--- src/rtl/instr_dispatch_ctrl.sv ---
// Decodes HPS PIO instruction words into a pixel write, a framebuffer clear or an algorithm launch. Optional build macro: PIXEL_BOUNDS_CHECK_EN.
// Latency: the FSM enters DECODE on the edge after start rises. A WRITE pulses mem_wr_en in the next cycle, and done is high one edge after that.
// Backpressure: a 4-phase handshake. done is held until start drops, and any start rise outside IDLE is ignored.
module instr_dispatch_ctrl #(
    parameter int ADDR_W     = 15,
    parameter int DATA_W     = 8,
    parameter int IMG_PIXELS = 19200,
    parameter int ALGO_W     = 3
) (
    input  logic              clk_clk,
    input  logic              reset_reset_n,
    input  logic [31:0]       instruct,
    input  logic              start,
    output logic              done,
    output logic              donewrite,
    output logic              mem_wr_en,
    output logic [ADDR_W-1:0] mem_addr,
    output logic [DATA_W-1:0] mem_wdata,
    output logic              algo_start,
    output logic [ALGO_W-1:0] algo_sel,
    input  logic              algo_done,
    output logic              busy,
    output logic              err
);

    localparam logic [2:0] OP_WRITE = 3'b001;
    localparam logic [2:0] OP_CLEAR = 3'b010;
    localparam logic [2:0] OP_ALGO  = 3'b011;
    localparam logic [ADDR_W-1:0] LAST_PIX = ADDR_W'(IMG_PIXELS - 1);

    typedef enum logic [2:0] {
        S_IDLE,
        S_DECODE,
        S_WRITE,
        S_CLEAR,
        S_ALGO_WAIT,
        S_DONE
    } state_t;

    state_t            state, state_nxt;
    logic [31:0]       instr_r;
    logic              start_q;
    logic              start_rise;
    logic [ADDR_W-1:0] clr_cnt;
    logic              err_r, donewrite_r;
    logic [ALGO_W-1:0] algo_sel_r;

    logic              latch_instr, set_err, set_dw, clr_dw, cnt_clr, cnt_inc, latch_sel;
    logic              addr_bad;

    logic [2:0]        opcode;
    logic [ADDR_W-1:0] instr_addr;
    logic [DATA_W-1:0] instr_data;
    logic [ALGO_W-1:0] instr_algo;
    logic              unused_rsvd;

    assign opcode      = instr_r[31:29];
    assign instr_addr  = instr_r[8 +: ADDR_W];
    assign instr_data  = instr_r[0 +: DATA_W];
    assign instr_algo  = instr_r[0 +: ALGO_W];
    assign unused_rsvd = ^instr_r[28:23];
    assign start_rise  = start & ~start_q;

`ifdef PIXEL_BOUNDS_CHECK_EN
    assign addr_bad = (instr_addr >= ADDR_W'(IMG_PIXELS));
`else
    assign addr_bad = 1'b0;
`endif

    always_ff @(posedge clk_clk or negedge reset_reset_n) begin
        if (!reset_reset_n) begin
            state <= S_IDLE;
        end else begin
            state <= state_nxt;
        end
    end

    always_comb begin
        state_nxt   = state;
        latch_instr = 1'b0;
        set_err     = 1'b0;
        set_dw      = 1'b0;
        clr_dw      = 1'b0;
        cnt_clr     = 1'b0;
        cnt_inc     = 1'b0;
        latch_sel   = 1'b0;
        mem_wr_en   = 1'b0;
        mem_addr    = '0;
        mem_wdata   = '0;
        algo_start  = 1'b0;
        case (state)
            S_IDLE: begin
                if (start_rise) begin
                    latch_instr = 1'b1;
                    state_nxt   = S_DECODE;
                end
            end
            S_DECODE: begin
                case (opcode)
                    OP_WRITE: begin
                        if (addr_bad) begin
                            set_err   = 1'b1;
                            state_nxt = S_DONE;
                        end else begin
                            state_nxt = S_WRITE;
                        end
                    end
                    OP_CLEAR: begin
                        cnt_clr   = 1'b1;
                        state_nxt = S_CLEAR;
                    end
                    OP_ALGO: begin
                        algo_start = 1'b1;
                        latch_sel  = 1'b1;
                        state_nxt  = S_ALGO_WAIT;
                    end
                    default: begin
                        set_err   = 1'b1;
                        state_nxt = S_DONE;
                    end
                endcase
            end
            S_WRITE: begin
                mem_wr_en = 1'b1;
                mem_addr  = instr_addr;
                mem_wdata = instr_data;
                set_dw    = 1'b1;
                state_nxt = S_DONE;
            end
            S_CLEAR: begin
                mem_wr_en = 1'b1;
                mem_addr  = clr_cnt;
                // Leave on the cycle that writes the last pixel, so the counter never wraps.
                if (clr_cnt == LAST_PIX) begin
                    state_nxt = S_DONE;
                end else begin
                    cnt_inc = 1'b1;
                end
            end
            S_ALGO_WAIT: begin
                if (algo_done) begin
                    state_nxt = S_DONE;
                end
            end
            S_DONE: begin
                if (!start) begin
                    clr_dw    = 1'b1;
                    state_nxt = S_IDLE;
                end
            end
            default: state_nxt = S_IDLE;
        endcase
    end

    always_ff @(posedge clk_clk or negedge reset_reset_n) begin
        if (!reset_reset_n) begin
            start_q     <= 1'b0;
            instr_r     <= '0;
            clr_cnt     <= '0;
            err_r       <= 1'b0;
            donewrite_r <= 1'b0;
            algo_sel_r  <= '0;
        end else begin
            start_q <= start;
            if (latch_instr) begin
                instr_r <= instruct;
            end
            if (cnt_clr) begin
                clr_cnt <= '0;
            end else if (cnt_inc) begin
                clr_cnt <= clr_cnt + 1'b1;
            end
            if (latch_instr) begin
                err_r <= 1'b0;
            end else if (set_err) begin
                err_r <= 1'b1;
            end
            if (set_dw) begin
                donewrite_r <= 1'b1;
            end else if (clr_dw) begin
                donewrite_r <= 1'b0;
            end
            if (latch_sel) begin
                algo_sel_r <= instr_algo;
            end
        end
    end

    assign done      = (state == S_DONE);
    assign busy      = (state != S_IDLE);
    assign err       = err_r;
    assign donewrite = donewrite_r;
    assign algo_sel  = algo_sel_r;

endmodule
--- config.mk ---
export PLATFORM = sky130hd
export DESIGN_NAME = instr_dispatch_ctrl
export DESIGN_NICKNAME = d
export VERILOG_FILES = /design/src/rtl/instr_dispatch_ctrl.sv
export SDC_FILE = /design/constraint.sdc
export NUM_CORES = 1
export LEC_CHECK = 0
export ABC_AREA = 1
export CAP_MARGIN = 25
export CORE_ASPECT_RATIO = 0.8
export CORE_UTILIZATION = 52
export CTS_BUF_LIST = sky130_fd_sc_hd__clkbuf_16
export DETAILED_ROUTE_END_ITERATION = 16
export GPL_TIMING_DRIVEN = 0
export PLACE_DENSITY = 0.92
export SYNTH_ARGS = -nofsm -noshare
export SYNTH_HDL_FRONTEND = slang
export SYNTH_SLANG_ARGS = --single-unit
--- constraint.sdc ---
create_clock -name clk_clk -period 2.9 [get_ports clk_clk]
set_clock_uncertainty 0.15 [all_clocks]
set_input_delay 0.58 -clock clk_clk [delete_from_list [all_inputs] [get_ports clk_clk]]
set_output_delay 0.58 -clock clk_clk [all_outputs]
set_load 0.005 [all_outputs]
==> metrics.yaml, run 1 <==
run_status:
  status: "complete, no violations"
cells_and_area:
  fill_cells: 340
  final_cells: 482
  diodes: 0
  mostFrequentLayoutCells: "nand2_1, clkdlybuf4s50_1, dfrtp_1, inv_1, o21ai_0"
  nets: 458
  fin_area_sq_um: 3490
  layout_commonest_cell: "nand2_1"
  drive_above_1_share_pct: 9.48
  syn2layout_area_growth_pct: 33.3
route:
  via_count: 2665
  first_iter_violations: 272
  ant_nets: 0
  dr.pass1.iters: 5
  routedWlPerCell_um: 14.8
  routed_via_density: 5.53
  drc: 0
  wl_mm: 7.14
hold_path:
  hp-class: "primary input to async pin"
die:
  io_pins: 68
  die_w_um: 81.3
  dieArea_sq_um: 5320
  row_count: 22
  start_util_pct: 55.6
  core_area_sq_um: 4710
  die_h_um: 65.4
flow_run:
  maxCapViolCount: 0
clock_network:
  cts_root_buf: "clkbuf_16"
  cts_made_buffers: 5
  worstSkewPairLatency_ps: 290
  cts_hold_buf: 0
  htree_levels: 2
  path_clk_slew_ps: 70
  cts_tree: "yes"
  clock_sinks: 50
  clock_tree.buffer_depth: 2
worst_setup_path:
  startpoint: "state[0]$_DFFE_PN0P_"
  cp-end-kind: "primary output"
  crit_type: "flop to primary output"
  path_max_fanout: 10
  start_kind: "flop"
  required_ps: 2170
  rr_startpoint: "clr_cnt[0]$_DFFE_PN0P_"
  r2r_slack_ps: 1090
  crit_arrival_ps: 2120
logic_synthesis:
  ys_types: 21
  synth_area_per_cell_sq_um: 7.48
  yosys_register_bits: 50
  ys_seq_area_share_pct: 47.8
  netlist_area_sq_um: 2620
  syn_inst: 350
  synth_top_cell_by_area: "dfrtp_1"
  synth_top_area_share_pct: 47.8
  ys_warn_count: 0
  synth_area_leaders: "dfrtp_1, nand2_1, o21ai_0"
  synthesis.nets: 387
place:
  dp_hpwl_mm: 5.08
  dpl_cell_area_sq_um: 3320
  post-place-cells: 472
  gp_congestion: 0.891
  portBuffers: 61
timing:
  worst_slew_margin_rel_pct: 65.4
  max_clock_freq_ghz: 0.351
  tns_ps: 0
  hold_viol: 0
  worst_pin_slew_ps: 520
  hold_ws_ps: 43.5
  min_period_over_period_pct: 98.1
  slew_viol_final: 0
  setup_viol: 0
  period_minus_slack_ps: 2850
power_and_ir_drop:
  power.density_nw_per_um2: 735
  p_total_mw: 2.56
  power.leakage_nw: 1.64
  ir_worst_vdd_mv: 0.575
global_route:
  grt_antenna_before_repair: 0
  grt_pass1_vias: 2567
  grt_overflow_total: 0
  grt_max_degree: 37
  grt_pass1_wl_mm: 11.6
  grt_use_total_pct: 29.1
==> worst max-delay path, cell delays in order, from the launching register on <==
cell             delay, ps
dfrtp_2                440
clkinvlp_4             190
nor3_4                 210
inv_2                   80
buf_2                  190
o22ai_1                180
clkdlybuf4s50_1        530
==> stage by stage <==
step,setup WS (ps),util (%)
after global routing,-5.84,74.1
after detailed placement,302,70.5
after floorplan,986,-
final,54.1,74.1
after CTS,21.6,73.7
after global placement,-329,70.1
==> final timing paths <==
check,to,depth (start not counted)
max,mem_addr[8],6
min,instr_r[22]$_DFFE_PN0P_,1
max reg2reg,clr_cnt[4]$_DFFE_PN0P_,8
min reg2reg,algo_sel[2]$_DFFE_PN0P_,2
max in group asynchronous,state[0]$_DFFE_PN0P_,2
min in group clk_clk,algo_sel[2]$_DFFE_PN0P_,2
==> report_power, final <==
group	switching (mW)	leakage, nW	internal (mW)	total (mW)
Sequential	0.114	0.636	0.930	1.04
Combinational	0.563	0.926	0.388	0.950
Clock	0.252	0.0750	0.317	0.569
Total	0.928	1.64	1.63	2.56
==> state kept, by name, indices dropped and copies added (netlist names) <==
signal and flops:
instr_r 26, clr_cnt 15, algo_sel 3, state 3
donewrite 1, err 1, start_q 1
==> cell families after synthesis <==
logic type | share of synthesized area (%)
compound gates | 11.0
xor+xnor | 1.67
fa+ha+maj | 0.478
buf+inv | 10.1
flops | 47.8
simple gates | 28.8
==> routing by layer <==
layer / track usage [%] / wire length, um / part of all wire [%] / up-vias
li1: - / - / - / 1255
met1: 37.0 / 3030 / 42 / 1245
met2: 47.8 / 3350 / 47 / 144
met3: 7.36 / 622 / 8.7 / 21
met4: 10.7 / 142 / 2.0 / 0
met5: 0 / 0 / 0 / -
==> cells in the mapped netlist <==
library cell and n:
nand4_1 6, inv_2 4, nor2_2 3, buf_2 11, o22ai_1 11, o21ai_0 38, nor3_4 2, xor2_1 5
nand2_1 90, o21ai_1 2, nand3_1 31, nor2_1 37, nor3_1 2, nand2_4 1, buf_6 1, clkbuf_1 1
ha_1 1, inv_1 48, dfrtp_1 50, a21oi_1 4, nand2_2 2
==> layout make-up <==
| cell class | instances | area (sq um) | share of cell area [%] |
|---|---|---|---|
| inverters | 52 | 199 | 5.70 |
| multi-input cells | 235 | 1100 | 31.7 |
| repair buffers | 64 | 641 | 18.4 |
| flip-flops and latches | 50 | 1250 | 35.9 |
| plain buffers | 13 | 72.6 | 2.08 |
| well taps | 60 | 75.1 | 2.15 |
| clock buffers | 5 | 125 | 3.59 |
| clock inverters | 3 | 17.5 | 0.502 |
==> repair_timing <==
item                       in CTS  in global routing
gates cloned                    0                  0
setup buffers                   1                  1
resized for setup               0                  7
pin swaps                       1                  1
setup endpoints to repair       7                 20
Note: power is estimated with default switching activity, not from simulation.
==> run 2, diff against run 1 <==
Settings changed: CORE_MARGIN from default to 8, SKIP_LAST_GASP from default to 1.
==> run 2 against run 1 <==
Effect of this change: hold slack improved by 20 ps; largest power group unchanged; critical path depth did not move; critical path type unchanged; core utilization fell by 2.0 points; cell count rose by 0.62%; critical endpoint is now mem_addr[12]; setup slack got worse by 26 ps; register-to-register slack got worse by 30 ps; routed wire length rose by 15%; design area rose by 1.8%; sequential share of layout area fell by 0.63 points; clock power rose by 15%; first-iteration DRC count fell by 14%; non-clock buffer count rose by 2.
==> metrics.yaml, run 2 (synthesis gave the netlist of run 1 again) <==
clock_network:
  cts_made_buffers: 5
  clock_sinks: 50
  path_clk_slew_ps: 70
  clock_tree.buffer_depth: 2
  cts_tree: "yes"
  cts_root_buf: "clkbuf_16"
  cts_hold_buf: 0
  htree_levels: 2
  worstSkewPairLatency_ps: 290
worst_setup_path:
  crit_path_cell_trace: "inv_2, nor3_4, inv_2, buf_2, o22ai_2, clkdlybuf4s50_1"
  r2r_slack_ps: 1060
  crit_arrival_ps: 2140
  reg2regPathDepth: 8
  rr_startpoint: "clr_cnt[0]$_DFFE_PN0P_"
  startpoint: "state[0]$_DFFE_PN0P_"
  max_stage_delay_ps: 560
  crit_type: "flop to primary output"
  start_kind: "flop"
  rr_endpoint: "clr_cnt[14]$_DFFE_PN0P_"
  crit_top_cell: "inv_2"
  slowest_stage: "clkdlybuf4s50_1"
  cp-end-kind: "primary output"
  required_ps: 2170
  path_max_fanout: 10
timing:
  worst_slack_ps: 28.2
  worst_slew_margin_rel_pct: 61.4
  min_period_over_period_pct: 99.0
  period_minus_slack_ps: 2870
  tns_ps: 0
  slew_viol_final: 0
  worst_pin_slew_ps: 579
  hold_viol: 0
  max_clock_freq_ghz: 0.348
  setup_viol: 0
power_and_ir_drop:
  power.leakage_nw: 1.66
  power.density_nw_per_um2: 762
  p_total_mw: 2.70
  ir_worst_vdd_mv: 0.589
place:
  dp_slack_ps: 157
  post-place-cells: 474
  dpl_cell_area_sq_um: 3320
  gp_congestion: 0.898
  portBuffers: 61
  dp_hpwl_mm: 5.61
global_route:
  grt_max_degree: 35
  grt_use_total_pct: 21.5
  grt_pass1_wl_mm: 12.8
  grt_pass1_vias: 2657
  grt_antenna_before_repair: 0
  grt_overflow_total: 0
cells_and_area:
  fill_cells: 366
  diodes: 0
  layout_commonest_cell: "nand2_1"
  drive_above_1_share_pct: 10.6
  nets: 460
  final_cells: 485
  largest_register: "instr_r"
  top_regs: "instr_r x26, clr_cnt x15"
  mostFrequentLayoutCells: "nand2_1, clkdlybuf4s50_1, dfrtp_1, inv_1, o21ai_0"
  syn2layout_area_growth_pct: 35.7
  fin_area_sq_um: 3550
  largest_reg_flops: 26
route:
  via_count: 2712
  ant_nets: 0
  first_iter_violations: 233
  m1WireLength_mm: 3.44
  met2_length_mm: 3.78
  drc: 0
  routed_via_density: 5.59
  dr.pass1.iters: 6
  dr_wl_met3_um: 840
  top_layer_used: "met4"
  routedWlPerCell_um: 16.9
  wl_mm: 8.18
die:
  core_area_sq_um: 4920
  start_util_pct: 53.2
  io_pins: 68
  row_count: 23
  die_h_um: 79.4
  die_w_um: 95.3
  dieArea_sq_um: 7570
run_status:
  status: "complete, no violations"
hold_path:
  hp-class: "primary input to async pin"
flow_run:
  maxCapViolCount: 0
## run 2: worst max-delay path by stage
stage | endpoint | slack, ps | cells after the start
after floorplan | mem_addr[0] | 990 | 5
after global placement | instr_r[6]$_DFFE_PN0P_ | -320 | 1
after detailed placement | mem_addr[12] | 160 | 6
after CTS | mem_addr[10] | 20 | 6
after global routing | mem_addr[12] | -0.8 | 6
final | mem_addr[12] | 30 | 6
## run 2: layout make-up
cell class / instances / area (sq um) / area share, %
timing repair buffer: 66 / 656 / 18.5
tap: 62 / 77.6 / 2.18
sequential: 50 / 1250 / 35.3
clock buffer: 5 / 125 / 3.52
multi-input combinational: 235 / 1140 / 32.0
buffer: 13 / 72.6 / 2.04
inverter: 52 / 195 / 5.50
clock inverter: 2 / 33.8 / 0.951
## run 2: what timing repair did
item / in CTS / in global routing
resized for setup: 4 / 7
setup buffers: 1 / 3
setup endpoints to repair: 11 / 12
hold endpoints to repair: 0 / 0
pin swaps: 1 / 1
## run 2: power by group
| part | switching [mW] | internal, mW | total (mW) |
|---|---|---|---|
| Combinational | 0.606 | 0.406 | 1.01 |
| Clock | 0.256 | 0.400 | 0.656 |
| Sequential | 0.107 | 0.930 | 1.04 |
| Total | 0.969 | 1.74 | 2.70 |
## run 2: stage by stage
stage | hold WS [ps] | util [%]
after floorplan | 134 | -
after global placement | 320 | 67.1
after detailed placement | 325 | 67.5
after CTS | 82.6 | 71.1
after global routing | 97.9 | 72.2
final | 63.4 | 72.2
## run 2: critical path, delay by kind of cell (launching register included)
| kind | cells | cell delay, ps |
|---|---|---|
| AOI/OAI and AO/OA | 1 | 180 |
| buffers and inverters | 4 | 1000 |
| DFF | 1 | 420 |
| and+or+nand+nor | 1 | 260 |
## run 2: layer usage
metal	vias up	track usage (%)
met4	0	7.47
li1	1254	-
met1	1272	28.1
met5	-	0
met3	26	5.55
met2	160	33.6
==> run 3, diff against run 2 <==
Settings changed: SLEW_MARGIN from default to 10.
==> results of run 3 <==
The final DEF is identical to that of run 2; final timing and power are the same.
